## config.mk

```make
export PLATFORM = sky130hd
export DESIGN_NAME = uart_rx_ctrl
export DESIGN_NICKNAME = d
export VERILOG_FILES = /design/src/rtl/uart_rx_ctrl.sv
export SDC_FILE = /design/constraint.sdc
export NUM_CORES = 1
export LEC_CHECK = 0
export CAP_MARGIN = 20
export CORE_MARGIN = 2
export CORE_UTILIZATION = 55
export DETAILED_ROUTE_END_ITERATION = 10
export PLACE_DENSITY = 0.9
export SYNTH_ARGS = -nofsm -noshare
export SYNTH_HDL_FRONTEND = slang
export SYNTH_SLANG_ARGS = --single-unit
```

## constraint.sdc

```tcl
create_clock -name Clk -period 2.7 [get_ports Clk]
set_input_delay 0.675 -clock Clk [delete_from_list [all_inputs] [get_ports Clk]]
set_output_delay 0.675 -clock Clk [all_outputs]
set_load 0.005 [all_outputs]
```

## src/rtl/uart_rx_ctrl.sv

```systemverilog
// UART receive controller: oversamples RX_IN, majority-votes each bit, sequences
// start/data/parity/stop and reports per-frame parity/stop errors to the host.
module uart_rx_ctrl #(
  parameter int PRESCALE_W = 6
) (
  input  logic                  Clk,
  input  logic                  Rst,
  input  logic                  RX_IN,
  input  logic [PRESCALE_W-1:0] Prescale,
  input  logic                  PAR_EN,
  input  logic                  PAR_TYP,
  input  logic [7:0]            P_data,
  output logic                  sampled_bit,
  output logic                  deser_en,
  output logic                  data_valid,
  output logic                  par_err,
  output logic                  stp_err
);

  typedef enum logic [2:0] {
    S_IDLE,
    S_START,
    S_DATA,
    S_PARITY,
    S_STOP
  } state_t;

  state_t                r_state;
  logic [PRESCALE_W-1:0] r_p;
  logic [PRESCALE_W-1:0] r_edge_cnt;
  logic [2:0]            r_bit_cnt;
  logic                  r_s0;
  logic                  r_s1;

  logic [PRESCALE_W-1:0] w_p_sel;
  logic [PRESCALE_W-1:0] w_half;
  logic                  w_last;
  logic                  w_vote;

  // NOTE: every always_comb output gets a default first so no path can leave it unassigned and infer a latch.
  always_comb begin
    w_p_sel = PRESCALE_W'(8);
    if (Prescale == PRESCALE_W'(16) || Prescale == PRESCALE_W'(32)) begin
      w_p_sel = Prescale;
    end
  end

  assign w_half = r_p >> 1;
  assign w_last = (r_edge_cnt == r_p - PRESCALE_W'(1));
  assign w_vote = (r_s0 & r_s1) | (r_s0 & RX_IN) | (r_s1 & RX_IN);

  // NOTE: all state updates here are non-blocking so every register sees the pre-edge value of every other.
  always_ff @(posedge Clk or negedge Rst) begin
    if (!Rst) begin
      r_state     <= S_IDLE;
      r_p         <= PRESCALE_W'(8);
      r_edge_cnt  <= '0;
      r_bit_cnt   <= '0;
      r_s0        <= 1'b1;
      r_s1        <= 1'b1;
      sampled_bit <= 1'b1;
      deser_en    <= 1'b0;
      data_valid  <= 1'b0;
      par_err     <= 1'b0;
      stp_err     <= 1'b0;
    end else begin
      deser_en   <= 1'b0;
      data_valid <= 1'b0;

      // Three-point vote around mid-bit, shared by every non-idle state.
      if (r_state != S_IDLE) begin
        r_edge_cnt <= w_last ? '0 : r_edge_cnt + PRESCALE_W'(1);
        if (r_edge_cnt == w_half - PRESCALE_W'(2)) r_s0 <= RX_IN;
        if (r_edge_cnt == w_half - PRESCALE_W'(1)) r_s1 <= RX_IN;
        if (r_edge_cnt == w_half)                  sampled_bit <= w_vote;
      end

      case (r_state)
        S_IDLE: begin
          if (!RX_IN) begin
            r_state    <= S_START;
            r_edge_cnt <= '0;
            r_p        <= w_p_sel;
            par_err    <= 1'b0;
            stp_err    <= 1'b0;
          end
        end

        S_START: begin
          if (w_last) begin
            if (!sampled_bit) begin
              r_state   <= S_DATA;
              r_bit_cnt <= '0;
            end else begin
              r_state <= S_IDLE;
            end
          end
        end

        S_DATA: begin
          // Registered one cycle early so the strobe is high at edge_cnt == P/2+1.
          if (r_edge_cnt == w_half) deser_en <= 1'b1;
          if (w_last) begin
            if (r_bit_cnt == 3'd7) begin
              r_state <= PAR_EN ? S_PARITY : S_STOP;
            end else begin
              r_bit_cnt <= r_bit_cnt + 3'd1;
            end
          end
        end

        S_PARITY: begin
          if (w_last) begin
            par_err <= (sampled_bit != (^P_data ^ PAR_TYP));
            r_state <= S_STOP;
          end
        end

        S_STOP: begin
          if (w_last) begin
            stp_err    <= ~sampled_bit;
            data_valid <= ~par_err & sampled_bit;
            r_state    <= S_IDLE;
          end
        end

        default: r_state <= S_IDLE;
      endcase
    end
  end

endmodule

```

After elaboration in Yosys (flattened, before gate mapping)
Index checks and enable logic that the tools add are counted.
Word-level totals
  flip-flop bits (word level): 25
  input bits: 19
  output and inout port bits: 5
Cells by class
  bitwise logic cells: 10
  eq/ne operators: 20
  $add $sub $neg: 5
  muxes and demuxes: 28
  reductions and logical operators: 15
Operators by type and width (count)
  3-bit two-way mux: 11
  6-bit two-way mux: 5
  6-bit equality test: 3
  2-bit inequality test, second input constant: 8
  3-bit one-hot mux with 5 select lines: 1
  2-bit AND reduction: 4
  8-bit parity: 1
  1-bit two-way mux: 7
  6-bit by 1-bit adder with 6-bit output, second input constant: 1
  3-bit by 2-bit equality test with 1-bit output, second input constant: 2
  3-bit equality test, second input constant: 2
  6-bit by 5-bit equality test with 1-bit output: 1
  6-bit by 5-bit equality test with 1-bit output, second input constant: 1
  6-bit equality test, second input constant: 1
  3-bit one-hot mux with 2 select lines: 1
  3-bit AND reduction: 2
  6-bit AND reduction: 1
  2-bit nonzero test: 3
  5-bit by 1-bit subtractor with 6-bit output, second input constant: 1
  5-bit by 2-bit subtractor with 6-bit output, second input constant: 1
  6-bit by 1-bit subtractor with 6-bit output, second input constant: 1
  5-bit AND reduction: 1
  1-bit bitwise AND: 4
  1-bit one-hot mux with 2 select lines: 2
  10 further kinds: 13

Logic depth before layout (Yosys ltp)
  word-level depth: 6
  mapped depth: 9
  depth with buffers taken out: 7

Worst setup path after synthesis
Ideal clock, no wire load.
  path type: reg2reg
  from: register r_p[2]
  to: register r_state[0]
  path slack: 0.661 ns
  setup time: 0.126 ns
  buffers on the path: 0
  arrival: 1.913 ns
  required time: 2.574 ns
  stages on the path, launching flop included: 8
  path through: dfrtp_1 -> inv_1 -> ha_1 -> nor3b_2 -> and3_2 -> o2111ai_4 -> or2_4 -> a311o_1
On the way
  word-level cells in the longest chain between the ends: 4
  elaborated cells on any way between the ends: 7
RTL lines
  start, declared: line 29  | logic [PRESCALE_W-1:0] r_p;
  start signal, assigned: line 83  | r_p <= w_p_sel;
  6-bit by 1-bit subtractor with 6-bit output *: line 49  | assign w_last = (r_edge_cnt == r_p - PRESCALE_W'(1));
  6-bit equality test *: line 49
  2-bit inequality test (no line)
  6-bit AND reduction (no line) *
  end signal, assigned: line 105  | r_state <= PAR_EN ? S_PARITY : S_STOP;
  end, declared: line 28  | state_t r_state;
Every way passes the cells marked *; elsewhere a longest branch is shown, timed or not.
A chain may end at the register's enable or synchronous reset.

Worst setup path in the final report
  from: register r_p[2]
  to: register r_edge_cnt[2]
On the way
  word-level cells in the longest chain between the ends: 6
RTL lines
  6-bit by 1-bit subtractor with 6-bit output *: line 49
  6-bit equality test *: line 49
  6-bit two-way mux *: line 72  | r_edge_cnt <= w_last ? '0 : r_edge_cnt + PRESCALE_W'(1);
  6-bit two-way mux *: line 71  | if (r_state != S_IDLE) begin
  6-bit two-way mux: line 80  | if (!RX_IN) begin
  6-bit two-way mux *: line 78  | case (r_state)
  end signal, assigned: line 72
  end, declared: line 30  | logic [PRESCALE_W-1:0] r_edge_cnt;
Marked as above.

==> results.cfg <==
[yosys]
ys_async_sr_fraction_pct = 100
syn-num-nets = 235
seq_area_frac_synth_pct = 33.9
ys_ff_latch = 25
synth_flop_cell = dfrtp_1
synth.distinct_cells = 54
yosysWarnings = 0
syn_area_mm2 = 0.00186
yosys.area.top_type_share_pct = 28.2
syn_area_per_cell_um2 = 8.95
yosys.area.top_type = dfrtp_1
synthCells = 208
synth-edff-count = 0
synthTopCellsByArea = dfrtp_1 (28%), xnor2_1 (8.9%), dfstp_2 (5.6%)

[pwr]
cellLeakagePower_nw = 0.847
ir_drop_v = 0.000387
total_power_mw = 1.64
powerDensity_mw_per_mm2 = 771

[clock_network]
cts.clk_slew.worst_paths_ns = 0.14
clock_path_buffers = 2
cts_tree = yes
cts_root_buf = clkbuf_4
cts_buffers = 3
clkSinkCount = 25
h-tree-depth = 1
cts_resized = 0
post_cts_buffers = 0
hold_buffers = 0
clock_latency_ns = 0.32

[critical_path]
required_ns = 2.90
worstPathMaxFanout = 13
cp-end-kind = flip-flop
reg2reg_depth = 7
cp_top_family = compound AO/OA/AOI/OAI gates
crit_buf_inv = 1
r2r_start = r_p[2]$_DFFE_PN0P_
r2r-end = r_edge_cnt[2]$_DFF_PN0_
cp-start-kind = flip-flop
cp_slowest_cell = dfrtp_1
arrival_ns = 2.62
worstPathCellList = inv_1 > ha_1 > nor3b_2 > a21oi_1 > o2111ai_4 > o21ai_1 > o311ai_0
max_stage_delay_ns = 0.45
worstSetupPathType = flip-flop to flip-flop
regToRegSetupSlack_ns = 0.27
startpoint = r_p[2]$_DFFE_PN0P_

[floorplan]
die_area_mm2 = 0.00387
die_h_um = 62.2
core_mm2 = 0.00328
row_count = 21
die_w_um = 62.2
ios = 24
initial_core_util_pct = 56.7

[global_routing]
grt_pass1_vias = 1508
antenna_found_initial = 0
grt_pass1_wl_mm = 6.84
gr-usage-all-layers_pct = 21.9
overflow = 0
grt_max_degree = 26

[timing]
grt_setup_unrepaired = no
fin_crit_sh_pct = 89.9
drv_slew = 0
fmax_mhz = 412
setup_violations = 0
fin_skew_ns = 0.00849
setup_tns_ns = 0
worst_slew_pin_slew_ns = 0.651
fin_crit_ns = 2.43
holdWs_ns = 0.570
hold_viol_final = 0
slew_headroom_pct = 56.3

[min_path]
hold_class = flip-flop to flip-flop
whs_endpoint = par_err$_DFFE_PN0P_
hold_depth = 2
min_from = par_err$_DFFE_PN0P_

[routing]
drt_first_pass_iters = 4
vias = 1551
routed_wl_mm = 3.93
post_drt_wl_per_cell_um = 14.4
initialDrtViolationCount = 66
vias_per_cell = 5.68
ant_nets = 0
drc = 0

[placed_design]
gp_congestion = 0.901
placed_cell_area_mm2 = 0.00210
hpwl_mm = 3.15
portBuffers = 23

[final_layout]
stdcell_area_mm2 = 0.00212
drive_above_1_share_pct = 10.6
insertedDiodeCount = 0
fin_nets = 255
area_growth_pct = 14.1
register_area_um2 = 631
fin_util_pct = 64.7
multi_input_area_mm2 = 0.00112
nFillCells = 268

[flow_run]
maxCapViolations = 0

[run_status]
outcome = completed
## cells in the final DEF (no fill, tap or decap), types with 4 or more instances in the layout
| cell | n |
|---|---|
| a21oi_1 | 6 |
| nand2b_1 | 5 |
| and2_1 | 5 |
| ha_1 | 8 |
| xor2_1 | 9 |
| inv_1 | 8 |
| dfrtp_1 | 21 |
| nor3_1 | 9 |
| clkdlybuf4s50_1 | 23 |
| dfstp_2 | 4 |
| xnor2_1 | 19 |
| o21ai_0 | 10 |
| nand2_1 | 26 |
| buf_4 | 4 |
| nand3_1 | 6 |
| nor2_1 | 13 |
## layout make-up
class / instances / area share [%]
Inverter: 9 / 1.59
Timing Repair Buffer: 27 / 12.2
Multi-Input combinational cell: 162 / 52.5
Clock buffer: 4 / 1.24
Sequential cell: 25 / 29.7
Tap cell: 46 / 2.71
## flip-flops by register name (all words and copies together) (netlist names), 3 cells and up
register / count
r_bit_cnt: 3
r_edge_cnt: 6
r_p: 6
r_state: 3
## logic make-up (layout without fill, tap and decap cells)
group | after synthesis | after routing | synth area share (%)
xor gates and xnor gates | 28 | 28 | 13.2
muxes | 5 | 5 | 2.89
buffers and inverters | 21 | 40 | 6.18
DFF | 25 | 25 | 33.9
adders and majority gates | 8 | 8 | 5.38
and+or+nand+nor | 82 | 82 | 23.1
AOI/OAI and AO/OA | 39 | 39 | 15.5
## where the power goes
group          internal, mW  switching [mW]
logic                 0.385           0.447
registers             0.483           0.156
clock network        0.0578           0.109
total                 0.926           0.712
## worst reg2reg max path: stages (launching register included)
cell	delay, ns
dfrtp_1	0.45
inv_1	0.17
ha_1	0.28
nor3b_2	0.25
a21oi_1	0.13
o2111ai_4	0.40
o21ai_1	0.23
o311ai_0	0.40
## cell usage after synthesis (2+ instances only)
| cell type | n |
|---|---|
| o21ai_1 | 2 |
| ha_1 | 8 |
| nor3_1 | 9 |
| nand3_1 | 6 |
| clkbuf_1 | 2 |
| buf_2 | 3 |
| o21ai_0 | 10 |
| dfrtp_1 | 21 |
| clkbuf_2 | 2 |
| nand2b_1 | 5 |
| nor2_1 | 13 |
| buf_4 | 2 |
| xor2_1 | 9 |
| and2_1 | 5 |
| xnor2_1 | 19 |
| buf_6 | 3 |
| inv_1 | 8 |
| a21oi_1 | 6 |
| a21o_1 | 2 |
| and3_1 | 3 |
| nor4_1 | 2 |
| mux2_2 | 3 |
| dfstp_2 | 4 |
| o211ai_1 | 3 |
| a221o_1 | 2 |
| nand2_1 | 26 |
| mux2i_1 | 2 |
| nand4_1 | 2 |
## per-layer routing
layer / vias up / track usage [%] / wire (um)
li1: 759 / - / -
met1: 746 / 27.8 / 1670
met2: 44 / 39.3 / 2060
met3: 2 / 1.99 / 178
met4: 0 / 7.22 / 23
met5: - / 0 / 0
## through the flow
step / cells / setup slack [ns]
floorplan: 208 / 0.661
global placement: 269 / 0.449
detailed placement: 269 / 0.327
CTS: 273 / 0.300
global route: 273 / 0.0643
finish: 273 / 0.274
## worst max path at each step
stage / to / slack, ns / depth (start not counted)
floorplan: r_state[0]$_DFFE_PN0P_ / 0.66 / 7
global placement: r_state[0]$_DFFE_PN0P_ / 0.45 / 7
detailed placement: r_edge_cnt[2]$_DFF_PN0_ / 0.33 / 7
CTS: r_edge_cnt[2]$_DFF_PN0_ / 0.30 / 7
global route: r_edge_cnt[2]$_DFF_PN0_ / 0.06 / 7
finish: r_edge_cnt[2]$_DFF_PN0_ / 0.27 / 7
Power figures use the tool's default switching activity.
